==> config.mk <==
export PLATFORM = sky130hd
export DESIGN_NAME = mpc_h_vec_builder
export DESIGN_NICKNAME = d
export VERILOG_FILES = /design/src/rtl/mpc_h_vec_builder.sv
export SDC_FILE = /design/constraint.sdc
export NUM_CORES = 1
export LEC_CHECK = 0
export ABC_AREA = 1
export BUFFER_PORTS_ARGS = -buffer_cell sky130_fd_sc_hd__buf_2
export CAP_MARGIN = 20
export CORE_ASPECT_RATIO = 0.9
export CORE_MARGIN = 5
export CORE_UTILIZATION = 58
export CTS_BUF_LIST = sky130_fd_sc_hd__clkbuf_16
export CTS_CLUSTER_DIAMETER = 50
export DETAILED_ROUTE_END_ITERATION = 16
export PLACE_DENSITY = 0.88
export SLEW_MARGIN = 20
export SYNTH_ARGS = -nofsm -noshare
export SYNTH_HDL_FRONTEND = slang
export SYNTH_SLANG_ARGS = --single-unit
==> constraint.sdc <==
create_clock -name clk -period 8.21 [get_ports clk]
set_input_delay 1.642 -clock clk [delete_from_list [all_inputs] [get_ports clk]]
set_output_delay 1.642 -clock clk [all_outputs]
set_load 0.05 [all_outputs]
==> src/rtl/mpc_h_vec_builder.sv <==
// rtl/mpc_h_vec_builder.sv - computes h = F*x row by row from a coefficient ROM
// and writes each saturated row result into the h vector RAM.
module mpc_h_vec_builder #(
  parameter int DW    = 21,
  parameter int CW    = 18,
  parameter int SHIFT = 12,
  parameter int NX    = 4,
  parameter int NROWS = 18,
  parameter int AW    = 5,
  parameter int FAW   = 7,
  parameter int ACC_W = 44
) (
  input  logic             clk,
  input  logic             reset,
  input  logic             start,
  input  logic [NX*DW-1:0] x_in,
  output logic             busy,
  output logic             done,
  output logic             sat_flag,
  output logic [FAW-1:0]   f_address,
  output logic             f_ce,
  input  logic [CW-1:0]    f_q,
  output logic [AW-1:0]    h_address0,
  output logic             h_ce0,
  output logic             h_we0,
  output logic [DW-1:0]    h_d0
);

  localparam int COLW = (NX > 1) ? $clog2(NX) : 1;
  localparam logic signed [ACC_W-1:0] H_MAX = {{(ACC_W-DW+1){1'b0}}, {(DW-1){1'b1}}};
  localparam logic signed [ACC_W-1:0] H_MIN = {{(ACC_W-DW+1){1'b1}}, {(DW-1){1'b0}}};

  typedef enum logic [2:0] {IDLE, RD, ACC, WR, DONE} state_t;

  state_t                   state_q, state_d;
  logic [AW-1:0]            row_q, row_d;
  logic [COLW-1:0]          col_q, col_d;
  logic signed [ACC_W-1:0]  acc_q, acc_d;
  logic [NX*DW-1:0]         x_q, x_d;
  logic                     sat_q, sat_d;

  logic [COLW-1:0]          x_idx;
  logic [DW-1:0]            x_sel;
  logic signed [ACC_W-1:0]  x_ext, f_ext, prod, shifted;
  logic                     clip_hi, clip_lo;
  logic [DW-1:0]            h_val;

  // The ROM answers one cycle late, so each cycle multiplies the previous column.
  always_comb begin
    x_idx = (state_q == ACC) ? COLW'(NX - 1) : col_q - 1'b1;
    x_sel = '0;
    for (int j = 0; j < NX; j++) begin
      if (x_idx == COLW'(j)) x_sel = x_q[j*DW +: DW];
    end
    x_ext   = {{(ACC_W-DW){x_sel[DW-1]}}, x_sel};
    f_ext   = {{(ACC_W-CW){f_q[CW-1]}}, f_q};
    prod    = x_ext * f_ext;
    shifted = acc_q >>> SHIFT;
    clip_hi = shifted > H_MAX;
    clip_lo = shifted < H_MIN;
    if (clip_hi)      h_val = {1'b0, {(DW-1){1'b1}}};
    else if (clip_lo) h_val = {1'b1, {(DW-1){1'b0}}};
    else              h_val = shifted[DW-1:0];
  end

  always_comb begin
    busy       = (state_q != IDLE);
    done       = (state_q == DONE);
    sat_flag   = sat_q;
    f_ce       = (state_q == RD);
    f_address  = f_ce ? (FAW'(row_q) * FAW'(NX) + FAW'(col_q)) : '0;
    h_ce0      = (state_q == WR);
    h_we0      = (state_q == WR);
    h_address0 = (state_q == WR) ? row_q : '0;
    h_d0       = (state_q == WR) ? h_val : '0;
  end

  always_comb begin
    state_d = state_q;
    row_d   = row_q;
    col_d   = col_q;
    acc_d   = acc_q;
    x_d     = x_q;
    sat_d   = sat_q;
    case (state_q)
      IDLE: begin
        if (start) begin
          x_d     = x_in;
          sat_d   = 1'b0;
          row_d   = '0;
          col_d   = '0;
          acc_d   = '0;
          state_d = RD;
        end
      end
      RD: begin
        acc_d = (col_q == '0) ? '0 : acc_q + prod;
        if (col_q == COLW'(NX - 1)) begin
          col_d   = '0;
          state_d = ACC;
        end else begin
          col_d = col_q + 1'b1;
        end
      end
      ACC: begin
        acc_d   = acc_q + prod;
        state_d = WR;
      end
      WR: begin
        sat_d = sat_q | clip_hi | clip_lo;
        if (row_q == AW'(NROWS - 1)) begin
          state_d = DONE;
        end else begin
          row_d   = row_q + 1'b1;
          state_d = RD;
        end
      end
      DONE:    state_d = IDLE;
      default: state_d = IDLE;
    endcase
  end

  always_ff @(posedge clk) begin
    if (reset) begin
      state_q <= IDLE;
      row_q   <= '0;
      col_q   <= '0;
      acc_q   <= '0;
      x_q     <= '0;
      sat_q   <= 1'b0;
    end else begin
      state_q <= state_d;
      row_q   <= row_d;
      col_q   <= col_d;
      acc_q   <= acc_d;
      x_q     <= x_d;
      sat_q   <= sat_d;
    end
  end

endmodule

==> flow_metrics.env, run 1 <==
export IMPL_status="stopped before the end"
export IMPL_haltStage="global routing (5_1_grt)"
export IMPL_error_line="[ERROR GRT-0232] Routing congestion too high. Check the congestion heatmap in the GUI."
export IMPL_rows=68
export IMPL_post_synth_inst_count=3044
export IMPL_start_util=0.589
export IMPL_die_h_microns=198
export IMPL_max_clock_path_buffers=2
export IMPL_ys_types=56
export IMPL_synth_nets=3673
export IMPL_place_port_buffers=143
export IMPL_synth_top_area_cell="fa_1"
export IMPL_cts_buffers=17
export IMPL_synthArstFlopShare=0
export IMPL_io_pins=144
export IMPL_gp_congestion=1.04
export IMPL_worst_endpoint_kind="register input"
export IMPL_antenna_found_initial=12
export IMPL_cts_sink_count=139
export IMPL_syn_area_sq_um=22700
export IMPL_synth_edf_count=0
export IMPL_grt_util_all_layers=0.703
export IMPL_dp_hpwl_mm=60.6
export IMPL_worst_endpoint="acc_q[42]$_SDFFE_PP0P_/D"
export IMPL_grt_overflow_total=16
export IMPL_dpl_cell_count=4012
export IMPL_yosys_most_used_dff="dfxtp_1"
export IMPL_synth_top_area_share=0.334
export IMPL_yosysSeqAreaShare=0.123
export IMPL_cts_hold_buf=0
export IMPL_fp_dieW_microns=218
export IMPL_ys_ff_latch=139
export IMPL_grt_max_degree=129
export IMPL_htree_levels=4
export IMPL_synth_most_common_cell="inv_1"
export IMPL_cts_root_buffer="clkbuf_16"
export IMPL_synth_commonest_cells="inv_1, nand2_1, fa_1"
export IMPL_yosysWarnings=0
export IMPL_syn_area_per_cell_sq_um=7.45
export IMPL_synth_area_top_cells="fa_1, dfxtp_1, inv_1"
-- cell families after synthesis --
kind of cell / count (synthesis) / synth area share
fa+ha+maj: 524 / 0.414
simple gates: 1032 / 0.188
flops: 139 / 0.123
xor+xnor: 34 / 0.0131
buf+inv: 806 / 0.138
compound gates: 509 / 0.123
-- stage by stage --
step	worst slack [ps]	utilization	hold WS [ps]	area, sq um
4_1_cts	3.53	0.740	456	28500
3_5_place_dp	-908	0.694	445	26700
3_3_place_gp	-828	0.694	441	26700
2_1_floorplan	2.60	-	430	22700
-- routing by layer --
layer  track usage  GRT overflow
met5         0.396             0
met4         0.700            10
met3         0.637             0
met2         0.823             6
met1         0.672             0
-- what timing repair did --
action | in CTS
buffers inserted | 41
endpoints found under the setup margin | 26
cloned | 2
pin swaps | 80
resized for setup | 189
==> run 2: changes to the inputs <==
- CORE_ASPECT_RATIO: 0.9 -> unset
- CORE_UTILIZATION: 58 -> 40
- CTS_BUF_LIST: sky130_fd_sc_hd__clkbuf_16 -> unset
- CTS_CLUSTER_DIAMETER: 50 -> unset
- PLACE_DENSITY: 0.88 -> unset
- PLACE_DENSITY_LB_ADDON: unset -> 0.15
- clock period: 8.21 -> 10.67 ns (I/O delays scaled with it)
==> run 2 against run 1 <==
The run now ends clean; synthesized cell count stayed put; synthesized area did not move.
==> flow_metrics.env, run 2 <==
export IMPL_synth_commonest_cells="inv_1, nand2_1, fa_1"
export IMPL_clkTransAtPathRegs_ps=70
export IMPL_rows=87
export IMPL_cts_hold_buf=0
export IMPL_dp_hpwl_mm=60.8
export IMPL_largest_register_ff_count=84
export IMPL_syn_area_per_cell_sq_um=7.45
export IMPL_placed_area_sq_um=24100
export IMPL_skew_ps=12.4
export IMPL_ys_types=56
export IMPL_vias=19800
export IMPL_syn2layout_area_growth_pct=9.01
export IMPL_place_port_buffers=143
export IMPL_synthArstFlopShare=0
export IMPL_largest_register="x_q"
export IMPL_die_area_sq_um=61500
export IMPL_endpoint_kind="flop"
export IMPL_setup_viol=0
export IMPL_grt_util_all_layers=0.242
export IMPL_yosysWarnings=0
export IMPL_hold_violations=0
export IMPL_slew_headroom=0.327
export IMPL_layout_min_cycle_time_ps=10130
export IMPL_rrSetupSlack_ps=710
export IMPL_status="completed"
export IMPL_post_route_period_util=0.949
export IMPL_drt_iter0_markers=1359
export IMPL_antenna_found_initial=1
export IMPL_yosysSeqAreaShare=0.123
export IMPL_grt_pass1_wl_mm=115
export IMPL_tns_ps=0
export IMPL_final_max_slew_viol_count=0
export IMPL_crit_buf_inv=6
export IMPL_dpl_cell_count=3875
export IMPL_layoutNonFillerInstCount=3908
export IMPL_cpLargestDelayFamily="adder cells"
export IMPL_fmax_mhz=98.7
export IMPL_viasPerCell=5.06
export IMPL_synth_nets=3673
export IMPL_fin_util=0.439
export IMPL_ys_ff_latch=139
export IMPL_postLayoutCellArea_sq_um=24700
export IMPL_gp_congestion=0.944
export IMPL_synth_top_area_share=0.334
export IMPL_max_clock_path_buffers=2
export IMPL_die_h_microns=248
export IMPL_grt_overflow_total=0
export IMPL_cts_sink_count=139
export IMPL_post_synth_inst_count=3044
export IMPL_syn_area_sq_um=22700
export IMPL_worst_pin_slew_ps=1010
export IMPL_path_class="primary input to flop"
export IMPL_grt_pass1_vias=20400
export IMPL_coreArea_sq_um=56300
export IMPL_fill_cells=5882
export IMPL_synth_area_top_cells="fa_1, dfxtp_1, inv_1"
export IMPL_crit_slowest_cell="fa_1"
export IMPL_cts_tree="done"
export IMPL_clock_latency_ps=460
export IMPL_cts_root_buffer="clkbuf_16"
export IMPL_worst_ep_arrival_time_ps=10430
export IMPL_max_cap_viol_count=0
export IMPL_cp_common_cell="fa_1"
export IMPL_worst_path_max_fanout=12
export IMPL_yosys_most_used_dff="dfxtp_1"
export IMPL_finalWirelength_mm=72.7
export IMPL_drc=0
export IMPL_rr_startpoint="col_q[0]"
export IMPL_cts_buffers=17
export IMPL_start_kind="primary input"
export IMPL_firstDrtPassIters=6
export IMPL_min_path_type="flop to flop"
export IMPL_final_nets=3768
export IMPL_htree_levels=4
export IMPL_fp_dieW_microns=248
export IMPL_synth_edf_count=0
export IMPL_antenna_cells=0
export IMPL_layout_commonest_cell="inv_1"
export IMPL_cp_slowest_stage_delay_ps=870
export IMPL_hp_start="x_q[83]"
export IMPL_start_util=0.403
export IMPL_reg_top3="x_q: 84 flops, acc_q: 44 flops, row_q: 5 flops"
export IMPL_crit_required_ps=10980
export IMPL_wire_per_inst_microns=18.6
export IMPL_rsz0062_at_grt="no"
export IMPL_io_pins=144
export IMPL_final_cell_mix="inv_1, nand2_1, fa_1"
export IMPL_synth_most_common_cell="inv_1"
export IMPL_grt_max_degree=108
export IMPL_drive_gt1_frac=0.0930
export IMPL_startpoint="f_q[4]"
export IMPL_ant_nets=0
export IMPL_synth_top_area_cell="fa_1"
[run 2: cell counts after synthesis]
No cell type changed its count.
[run 2: layer usage]
metal / part of all wire / vias up / track usage / wire length (microns)
met4: 0.035 / 0 / 0.0765 / 2560
met5: 0 / - / 0 / 0
met1: 0.45 / 9711 / 0.338 / 32700
li1: - / 9405 / - / -
met3: 0.048 / 112 / 0.0294 / 3480
met2: 0.47 / 555 / 0.394 / 33900
[run 2: repair_timing]
item	CTS	global route
setup buffers	0	0
endpoints found under the setup margin	0	1
gates resized for setup	0	1
[run 2: final cells by class]
class / count / area [sq um] / share of cell area
clock buffer: 18 / 429 / 0.0174
tap: 756 / 946 / 0.0383
inverter: 706 / 2660 / 0.108
sequential: 139 / 2780 / 0.113
timing repair buffer: 176 / 983 / 0.0398
multi-input combinational: 2099 / 16800 / 0.679
clock inverter: 14 / 144 / 0.00582
[run 2: final timing paths]
check / end / cells past startpoint
worst min-delay path: x_q[83] / 2
worst min register to register: x_q[83] / 2
worst max register to register: acc_q[38] / 34
worst max-delay path: acc_q[38] / 27
[run 2: cell families after synthesis]
group           Yosys count  synth area share
compound gates          509             0.123
buf+inv                 806             0.138
xor+xnor                 34            0.0131
simple gates           1032             0.188
flops                   139             0.123
fa+ha+maj               524             0.414
[run 2: worst min-delay path, delay by kind of cell, from the launching register on]
| kind | cells | cell delay (ps) |
|---|---|---|
| DFF | 1 | 300 |
| buffers and inverters | 1 | 60 |
| AOI/OAI and AO/OA | 1 | 50 |
[run 2: metrics by stage]
| step | hold WS, ps | setup WS [ps] |
|---|---|---|
| 2_1_floorplan | 430 | 1720 |
| 3_3_place_gp | 441 | 96.9 |
| 3_5_place_dp | 445 | 143 |
| 4_1_cts | 456 | 545 |
| 5_1_grt | 475 | 113 |
| 6_report | 454 | 541 |
Power of run 2 is left out: the tool's default activity adds up to more than one toggle a clock period on the data nets, which glitch-free logic cannot reach.
==> run 3: changes to the inputs <==
- ABC_CLOCK_PERIOD_IN_PS: unset -> 10670
- CELL_PAD_IN_SITES_DETAIL_PLACEMENT: unset -> 0
- CELL_PAD_IN_SITES_GLOBAL_PLACEMENT: unset -> 1
==> run 3 against run 2 <==
Count of clock-buffer cells in the layout is 1 lower; via count fell by 1.5%; hold slack lost 1.1 ps; global-route usage increased by 0.47 points; clock skew grew 6.5 ps; final cell count barely moved; die area unchanged; wire length is 1.7% higher; worst setup slack better by 180 ps; fmax grew 1.8%; flip-flop and latch count unchanged; non-clock buffer count shrank 2.
==> flow_metrics.env, run 3 (synthesis results as in run 2) <==
export IMPL_rows=87
export IMPL_start_util=0.403
export IMPL_worst_ep_arrival_time_ps=10230
export IMPL_final_cell_mix="inv_1, nand2_1, fa_1"
export IMPL_io_pins=144
export IMPL_drc=0
export IMPL_rsz0062_at_grt="no"
export IMPL_ant_nets=0
export IMPL_fill_cells=5875
export IMPL_cp_slowest_stage_delay_ps=870
export IMPL_status="completed"
export IMPL_worst_pin_slew_ps=939
export IMPL_antenna_found_initial=1
export IMPL_die_area_sq_um=61500
export IMPL_reg_top3="x_q: 84 flops, acc_q: 44 flops, row_q: 5 flops"
export IMPL_max_clock_path_buffers=2
export IMPL_hp_start="x_q[25]"
export IMPL_cp_common_cell="fa_1"
export IMPL_place_port_buffers=143
export IMPL_dp_hpwl_mm=62.3
export IMPL_wire_per_inst_microns=18.9
export IMPL_vias=19500
export IMPL_seq_area_sq_um=2780
export IMPL_cts_buffers=17
export IMPL_clock_latency_ps=440
export IMPL_clkTransAtPathRegs_ps=70
export IMPL_worst_path_max_fanout=12
export IMPL_fp_dieW_microns=248
export IMPL_cts_sink_count=139
export IMPL_viasPerCell=4.99
export IMPL_multi_input_area_sq_um=16800
export IMPL_slew_headroom=0.374
export IMPL_min_path_type="flop to flop"
export IMPL_grt_pass1_vias=20400
export IMPL_layout_min_cycle_time_ps=9950
export IMPL_final_nets=3766
export IMPL_coreArea_sq_um=56300
export IMPL_postCtsSetupBuffers=0
export IMPL_drive_gt1_frac=0.0918
export IMPL_gp_congestion=0.922
export IMPL_skew_ps=18.9
export IMPL_endpoint_kind="flop"
export IMPL_syn2layout_area_growth_pct=8.78
export IMPL_grt_pass1_wl_mm=116
export IMPL_cts_root_buffer="clkbuf_16"
export IMPL_grt_util_all_layers=0.246
export IMPL_fmax_mhz=101
export IMPL_tns_ps=0
export IMPL_die_h_microns=248
export IMPL_finalWirelength_mm=73.9
export IMPL_cts_tree="done"
export IMPL_max_cap_viol_count=0
export IMPL_htree_levels=4
export IMPL_cts_hold_buf=0
export IMPL_largest_register="x_q"
export IMPL_firstDrtPassIters=5
export IMPL_startpoint="f_q[3]"
export IMPL_path_class="primary input to flop"
export IMPL_drt_iter0_markers=1120
export IMPL_hold_violations=0
export IMPL_grt_max_degree=104
export IMPL_rr_startpoint="col_q[0]"
export IMPL_crit_required_ps=10950
export IMPL_start_kind="primary input"
export IMPL_crit_slowest_cell="fa_1"
export IMPL_largest_register_ff_count=84
export IMPL_final_max_slew_viol_count=0
export IMPL_grt_overflow_total=0
export IMPL_layout_commonest_cell="inv_1"
export IMPL_setup_viol=0
export IMPL_cts_repair_resized=0
export IMPL_post_route_period_util=0.932
-- run 3: cell count changes in the layout (fill, tap and decap cells not counted), sizes merged --
cell / before / now
diode: 0 / 1
buf: 176 / 174
clkinvlp: 1 / 4
clkinv: 8 / 9
clkbuf: 18 / 17
bufinv: 0 / 1
inv: 711 / 705
-- run 3: stage by stage --
step	setup WS [ps]	cell area [sq um]	instances	hold WS, ps	utilization
2_1_floorplan	1720	22700	3044	430	-
3_3_place_gp	216	24100	3873	441	0.428
3_5_place_dp	275	24100	3873	443	0.428
4_1_cts	723	24600	3903	453	0.438
5_1_grt	166	24700	3905	466	0.438
6_report	721	24700	3905	453	0.438
-- run 3: worst max-delay path, delay by kind of cell --
family	cells	cell delay, ps
buffers and inverters	5	1000
xor gates and xnor gates	1	290
AOI/OAI and AO/OA	4	520
adders and majority gates	8	4090
and+or+nand+nor	14	2190
-- run 3: worst paths after layout --
kind                                   to  slack [ps]  cells after the start
worst min register to register    x_q[25]         450                      2
worst max-delay path            acc_q[37]         720                     32
worst min-delay path              x_q[25]         450                      2
worst max register to register  acc_q[37]        1100                     39
-- run 3: routing by layer --
layer  track usage  part of all wire  wire, microns
met5             0                 0              0
met4        0.0770             0.030           2230
met3        0.0340             0.045           3320
met2         0.402              0.47          34400
met1         0.342              0.46          33900
-- run 3: cell type report --
class / instances / share of cell area
Antenna cell: 1 / 0.000101
Clock buffer: 17 / 0.0173
Clock inverter: 13 / 0.00492
Inverter: 706 / 0.108
Multi-Input combinational cell: 2099 / 0.680
Sequential cell: 139 / 0.113
Tap cell: 756 / 0.0384
Timing Repair Buffer: 174 / 0.0390
Power of run 3 is left out for the same reason.
